`src/rtl/bcd_to_bin_seq.sv`:
```
// Sequential packed-BCD to unsigned-binary converter (reverse double dabble), one conversion in flight.
// Optional invalid-digit detection is compiled in with `define BCD_CHECK_EN.
`timescale 1ns/1ps

module bcd_to_bin_seq #(
    parameter int DIGITS = 2,
    parameter int BIN_W  = 7
) (
    input  logic                  clk,
    input  logic                  rst_n,
    input  logic                  in_valid,
    output logic                  in_ready,
    input  logic [4*DIGITS-1:0]   bcd_in,
    output logic                  out_valid,
    input  logic                  out_ready,
    output logic [BIN_W-1:0]      bin_out,
    output logic                  err
);

    localparam int BCD_W = 4 * DIGITS;
    localparam int CNT_W = $clog2(BIN_W + 1);

    function automatic bit width_ok(input int d, input int w);
        longint unsigned p10;
        p10 = 1;
        for (int i = 0; i < d; i++) p10 = p10 * 10;
        if (w >= 64) return 1'b1;
        return (64'(1) << w) >= p10;
    endfunction

    generate
        if (!width_ok(DIGITS, BIN_W)) begin : g_width_check
            $error("bcd_to_bin_seq: BIN_W too small to hold 10**DIGITS - 1");
        end
    endgenerate

    typedef enum logic [1:0] {
        IDLE  = 2'd0,
        SHIFT = 2'd1,
        DONE  = 2'd2
    } state_e;

    state_e             state_q, state_d;
    logic [BCD_W-1:0]   bcd_sh_q, bcd_sh_d;
    logic [BIN_W-1:0]   bin_sh_q, bin_sh_d;
    logic [CNT_W-1:0]   cnt_q, cnt_d;
    logic [BIN_W-1:0]   bin_out_q, bin_out_d;

    logic                     accept;
    logic                     last_shift;
    logic [BCD_W+BIN_W-1:0]   shifted;
    logic [BCD_W-1:0]         bcd_fixed;

    // Each nibble is corrected on its own; there is never a borrow between digits.
    function automatic logic [BCD_W-1:0] correct(input logic [BCD_W-1:0] v);
        logic [BCD_W-1:0] r;
        r = v;
        for (int i = 0; i < DIGITS; i++) begin
            if (v[4*i +: 4] >= 4'd8) r[4*i +: 4] = v[4*i +: 4] - 4'd3;
        end
        return r;
    endfunction

    assign accept     = in_valid && in_ready;
    assign last_shift = (cnt_q == CNT_W'(BIN_W - 1));
    assign shifted    = {bcd_sh_q, bin_sh_q} >> 1;
    assign bcd_fixed  = correct(shifted[BIN_W +: BCD_W]);

`ifdef BCD_CHECK_EN
    logic err_q, err_d;
    logic bad_digit;

    always_comb begin
        bad_digit = 1'b0;
        for (int i = 0; i < DIGITS; i++) begin
            if (bcd_in[4*i +: 4] > 4'd9) bad_digit = 1'b1;
        end
    end

    assign err = err_q;
`else
    assign err = 1'b0;
`endif

    // NOTE: state elements use non-blocking assignments so every flop samples pre-edge values.
    always_ff @(posedge clk or negedge rst_n) begin
        if (!rst_n) begin
            state_q   <= IDLE;
            bcd_sh_q  <= '0;
            bin_sh_q  <= '0;
            cnt_q     <= '0;
            bin_out_q <= '0;
`ifdef BCD_CHECK_EN
            err_q     <= 1'b0;
`endif
        end else begin
            state_q   <= state_d;
            bcd_sh_q  <= bcd_sh_d;
            bin_sh_q  <= bin_sh_d;
            cnt_q     <= cnt_d;
            bin_out_q <= bin_out_d;
`ifdef BCD_CHECK_EN
            err_q     <= err_d;
`endif
        end
    end

    // NOTE: every combinational output gets a default first, so no path can infer a latch.
    always_comb begin
        state_d = state_q;
        unique case (state_q)
            IDLE: begin
                if (accept) begin
`ifdef BCD_CHECK_EN
                    state_d = bad_digit ? DONE : SHIFT;
`else
                    state_d = SHIFT;
`endif
                end
            end
            SHIFT:   if (last_shift) state_d = DONE;
            DONE:    if (out_ready)  state_d = IDLE;
            default: state_d = IDLE;
        endcase
    end

    always_comb begin
        bcd_sh_d  = bcd_sh_q;
        bin_sh_d  = bin_sh_q;
        cnt_d     = cnt_q;
        bin_out_d = bin_out_q;
`ifdef BCD_CHECK_EN
        err_d     = err_q;
`endif
        if (state_q == IDLE && accept) begin
            bcd_sh_d = bcd_in;
            bin_sh_d = '0;
            cnt_d    = '0;
`ifdef BCD_CHECK_EN
            err_d    = bad_digit;
            if (bad_digit) bin_out_d = '0;
`endif
        end else if (state_q == SHIFT) begin
            bcd_sh_d = bcd_fixed;
            bin_sh_d = shifted[BIN_W-1:0];
            cnt_d    = cnt_q + CNT_W'(1);
            if (last_shift) bin_out_d = shifted[BIN_W-1:0];
        end
    end

    always_comb begin
        in_ready  = (state_q == IDLE);
        out_valid = (state_q == DONE);
    end

    assign bin_out = bin_out_q;

endmodule
```
`config.mk`:
```
export PLATFORM = sky130hd
export DESIGN_NAME = bcd_to_bin_seq
export DESIGN_NICKNAME = d
export VERILOG_FILES = /design/src/rtl/bcd_to_bin_seq.sv
export SDC_FILE = /design/constraint.sdc
export NUM_CORES = 1
export LEC_CHECK = 0
export ABC_AREA = 1
export ABC_CLOCK_PERIOD_IN_PS = 1800
export CAP_MARGIN = 5
export CORE_ASPECT_RATIO = 1.2
export CORE_UTILIZATION = 25
export CTS_CLUSTER_DIAMETER = 80
export DETAILED_ROUTE_END_ITERATION = 8
export SKIP_LAST_GASP = 1
export SYNTH_ARGS = -nofsm -noshare
export SYNTH_HDL_FRONTEND = slang
export SYNTH_SLANG_ARGS = --single-unit
```
`constraint.sdc`:
```
create_clock -name clk -period 1.8 [get_ports clk]
set_input_delay 0.45 -clock clk [delete_from_list [all_inputs] [get_ports clk]]
set_output_delay 0.45 -clock clk [all_outputs]
set_load 0.05 [all_outputs]
```
# [After elaboration in Yosys (flattened, before gate mapping)]
# Index checks and enable logic that the tools add are counted.
[classes] muxes=12 bitwise=1 n_lt_le_gt_ge=2 reduce_logical=6 eq_ne=6 addsub=3
[ops] cell="$mux 8" count=2
[ops] cell="$mux 7" count=2
[ops] cell="$mux 4" count=2
[ops] cell="$mux 2" count=3
[ops] cell="$mux 3" count=2
[ops] cell="$pmux 2 s3" count=1
[ops] cell="$reduce_and 3->1" count=2
[ops] cell="$ge 3x4->1 const B" count=1
[ops] cell="$ge 4x4->1 const B" count=1
[ops] cell="$ne 2x1->1 const B" count=2
[ops] cell="$sub 3x2->4 const B" count=1
[ops] cell="$sub 4x2->4 const B" count=1
[ops] cell="$add 3x1->3 const B" count=1
[ops] cell="$eq 3x3->1 const B" count=1
[ops] cell="$eq 2x1->1 const B" count=1
[ops] cell="$eq 2x2->1 const B" count=1
[ops] cell="$logic_and 1x1->1" count=2
[ops] cell="$logic_not 2->1" count=1
[ops] cell="$ne 2x2->1 const B" count=1
[ops] cell="$reduce_bool 2->1" count=1
[ops] cell="$not 1->1" count=1
[totals] reg_bits=27 output_inout_bits=10 in_bits=12

# [Longest topological paths before layout]
[logic_depth] depth_word=5 ltp_mapped=7 ltp_nobuf=7

# [Worst setup path before layout]
# Ideal clock, no wire load.
[synth_path] path_kind="reg-to-output" from="reg state_q[0]" to="out out_valid" setup_slack_ns=0.252 stages_incl_launch_ff=2 arrival_time_ns=1.098 cell_sequence="dfrtp_1 nor2_1"
[synth_via] elab_chain_cells=1
[synth_lines] item="start: declaration" line="43" rtl="state_e state_q, state_d;"
[synth_lines] item="start signal: assignment" line="97" rtl="state_q <= state_d;"
[synth_lines] item="$eq 2x2->1" line="153" rtl="out_valid = (state_q == DONE);"
[synth_lines] item="end: declaration" line="14" rtl="output logic out_valid,"
# No other way between the ends.

# [Worst setup path in the final report]
[layout_path] from="reg state_q[0]" to="out in_ready"
[layout_via] elab_chain_cells=1
[layout_lines] item="$logic_not 2->1" line="152" rtl="in_ready = (state_q == IDLE);"
[layout_lines] item="end: declaration" line="12" rtl="output logic in_ready,"
# No other way between the ends.

==> results.yml <==
place:
  io_buffers: 20
  dp_cells: 213
  hpwl_mm: 1.65
  place.gp.congestion: 0.750
die:
  rows: 27
  start_util_pct: 26.0
  die_w_um: 65.1
  coreArea_mm2: 0.00459
  die_h_um: 77.7
  io_pins: 22
  dieArea_mm2: 0.00506
synthesis:
  synthMuxAreaShare_pct: 0
  synth_nets: 152
  yosys.cell_types.count: 22
  synth-compound-area-share_pct: 11.5
  synth_seq_cells: 26
  synth_cells: 136
  avgSynthCellArea_um2: 8.78
  synth.cell_area_mm2: 0.00119
  yosysSeqAreaShare_pct: 54.5
  synth-xor-area-share_pct: 0.734
  synth_top_family_by_area: "simple AND/OR/NAND/NOR gates"
  ys_warn_count: 0
  synthAdderAreaFrac_pct: 4.19
  yosys.area_share.simple_pct: 20.9
drt:
  drc_errors: 0
  routed_wl_mm: 2.34
  first_pass_iters: 4
  drtIter0Drc: 48
  vias_per_cell: 4.20
  vias: 911
  final_antenna_net_count: 0
  wl_per_cell_um: 10.8
setup_path:
  worstPathCellList: "nor2_2 > buf_12"
  cp_slowest_cell: "dfrtp_1"
  worstSetupPathType: "reg2out"
  required_ps: 1350
  cp-end-kind: "output port"
  path_max_fanout: 6
  path_buf_inv: 1
  arrival_ps: 1230
  slowest_delay_ps: 450
  cp-start-kind: "flip-flop"
  worst_path_dominant_cell_family: "flip-flops"
grt:
  grt_pass1_wl_mm: 3.95
  grt_pass1_vias: 890
  grt_start_max_net_pins: 27
  overflow: 0
  grtUsageTotal_pct: 10.2
  antenna_found_initial: 0
cts:
  cts_max_path_buffers: 2
  clk_pin_slew_ps: 90
  cts_setup_buffers: 0
  cts.root.buffer_cell: "clkbuf_8"
  cts_tree: "yes"
  clock_latency_ps: 270
  numCtsBuffers: 3
  cts_resized: 0
  cts_hold_buf: 0
  h-tree-depth: 1
  cts_sinks: 26
power:
  clkPwrFrac_pct: 17.9
  pwr-share-comb_pct: 45.0
  swShare_pct: 41.7
  pwr-share-seq_pct: 37.1
  p_switching_uw: 1120
  p_total_uw: 2680
  intPower_uw: 1560
  p_per_area_mw_per_mm2: 1740
  vdd_drop_max_v: 0.000399
  p_leak_uw: 0.000748
layout:
  diodes: 0
  finalNonFillerCells: 217
  nets: 176
  fill_cells: 498
  areaGrowthSynthToFinish_pct: 29.4
  fin_util_pct: 33.6
  drive_above_1_share_pct: 13.8
timing:
  finalCriticalPeriod_ps: 1680
  fin_setup_tns_ps: 0
  setup_violations: 0
  fmax_mhz: 595
  hold_viol_final: 0
  finalCritPeriodShare_pct: 93.4
  rsz0062_at_grt: "no"
  slew_violations: 0
  max-slew-margin-rel_pct: 59.7
  finClkSkew_ps: 4.38
  worst_pin_slew_ps: 600
status:
  status: "finished clean"
hold_path:
  hold_path.class: "reg2reg"
flow_run:
  max_cap_viol_count: 0
metrics by stage:
stage	hold WS, ps	worst slack (ps)	instance area (µm²)
6_report	497	119	1540
5_1_grt	523	32.7	1540
4_1_cts	501	100	1540
3_5_place_dp	484	112	1470
3_3_place_gp	483	97.1	1470
2_1_floorplan	154	252	1190
power by group through the flow:
stage | sequential [µW] | combinational, µW | clock [µW]
floorplan | 1180 | 654 | 0
global placement | 1000 | 1200 | 0
detailed placement | 1000 | 1220 | 0
CTS | 991 | 1230 | 495
global route | 1020 | 1350 | 507
finish | 994 | 1210 | 481
synthesized netlist by cell type (all sizes together):
cell	count	share of area (%)
nand2	43	14
dfrtp	26	55
inv	18	5.7
o21ai	14	5.9
nand3	9	4.2
o22ai	6	3.1
buf	4	1.9
ha	4	4.2
nand3b	3	1.9
nor2	2	0.84
o211ai	2	1.3
clkbuf	1	0.31
conb	1	0.31
o21a	1	0.63
o31ai	1	0.63
xnor2	1	0.73
final timing paths:
check / cells after the start / slack, ps / to / from
worst max-delay path: 2 / 120 / in_ready / state_q[0]$_DFFE_PN0P_
max in group asynchronous: 2 / 1000 / bin_out[2]$_DFFE_PN0P_ / rst_n
worst max register to register: 6 / 450 / bcd_sh_q[0]$_DFFE_PN0P_ / state_q[0]$_DFFE_PN0P_
worst min-delay path: 2 / 500 / bcd_sh_q[5]$_DFFE_PN0P_ / bcd_sh_q[6]$_DFFE_PN0P_
worst min register to register: 2 / 500 / bcd_sh_q[5]$_DFFE_PN0P_ / bcd_sh_q[6]$_DFFE_PN0P_
min in group asynchronous: 2 / 540 / state_q[1]$_DFFE_PN0P_ / rst_n
worst min-delay path, stage by stage, from the launching register on:
cell and delay [ps]:
dfrtp_1 350, nand2_1 50, nand3_1 70
layout by cell type, fill, tap and decap left out, drive strengths merged:
master,n
nand3,9
clkbuf,3
clkdlybuf4s50,11
bufinv,1
inv,18
xnor2,1
nand2,43
o22ai,6
o211ai,2
nor2,2
conb,1
dfrtp,26
o21ai,14
o21a,1
o31ai,1
buf,13
nand3b,3
ha,4
flip-flops by register name (all words and copies together) (netlist names):
name      cells
bin_sh_q      6
state_q       2
bcd_sh_q      8
bin_out       7
cnt_q         3
area by class of cell:
type | instances | area (µm²) | area share [%]
clock buffers | 3 | 41.3 | 2.67
well taps | 58 | 72.6 | 4.70
repair buffers | 24 | 233 | 15.1
flip-flops and latches | 26 | 651 | 42.1
multi-input cells | 87 | 449 | 29.1
inverters | 18 | 67.6 | 4.38
clock inverters | 1 | 30.0 | 1.94
kinds of logic (layout without fill, tap and decap cells):
family,count (synthesis),after routing
XOR/XNOR,1,1
AND/OR/NAND/NOR,57,57
adder cells (fa/ha/maj),4,4
other,1,1
flip-flops,26,26
buffers and inverters,23,46
AO/OA/AOI/OAI,24,24
layer usage:
metal	part of all wire (%)	routed length [µm]	vias up	global-route usage [%]
met2	47	1100	14	16.6
met3	3.6	85	4	1.91
met4	2.3	54	0	5.87
met1	47	1100	415	12.4
met5	0	0	-	0
li1	-	-	478	-
No activity file was read; power rests on OpenSTA's default activity.
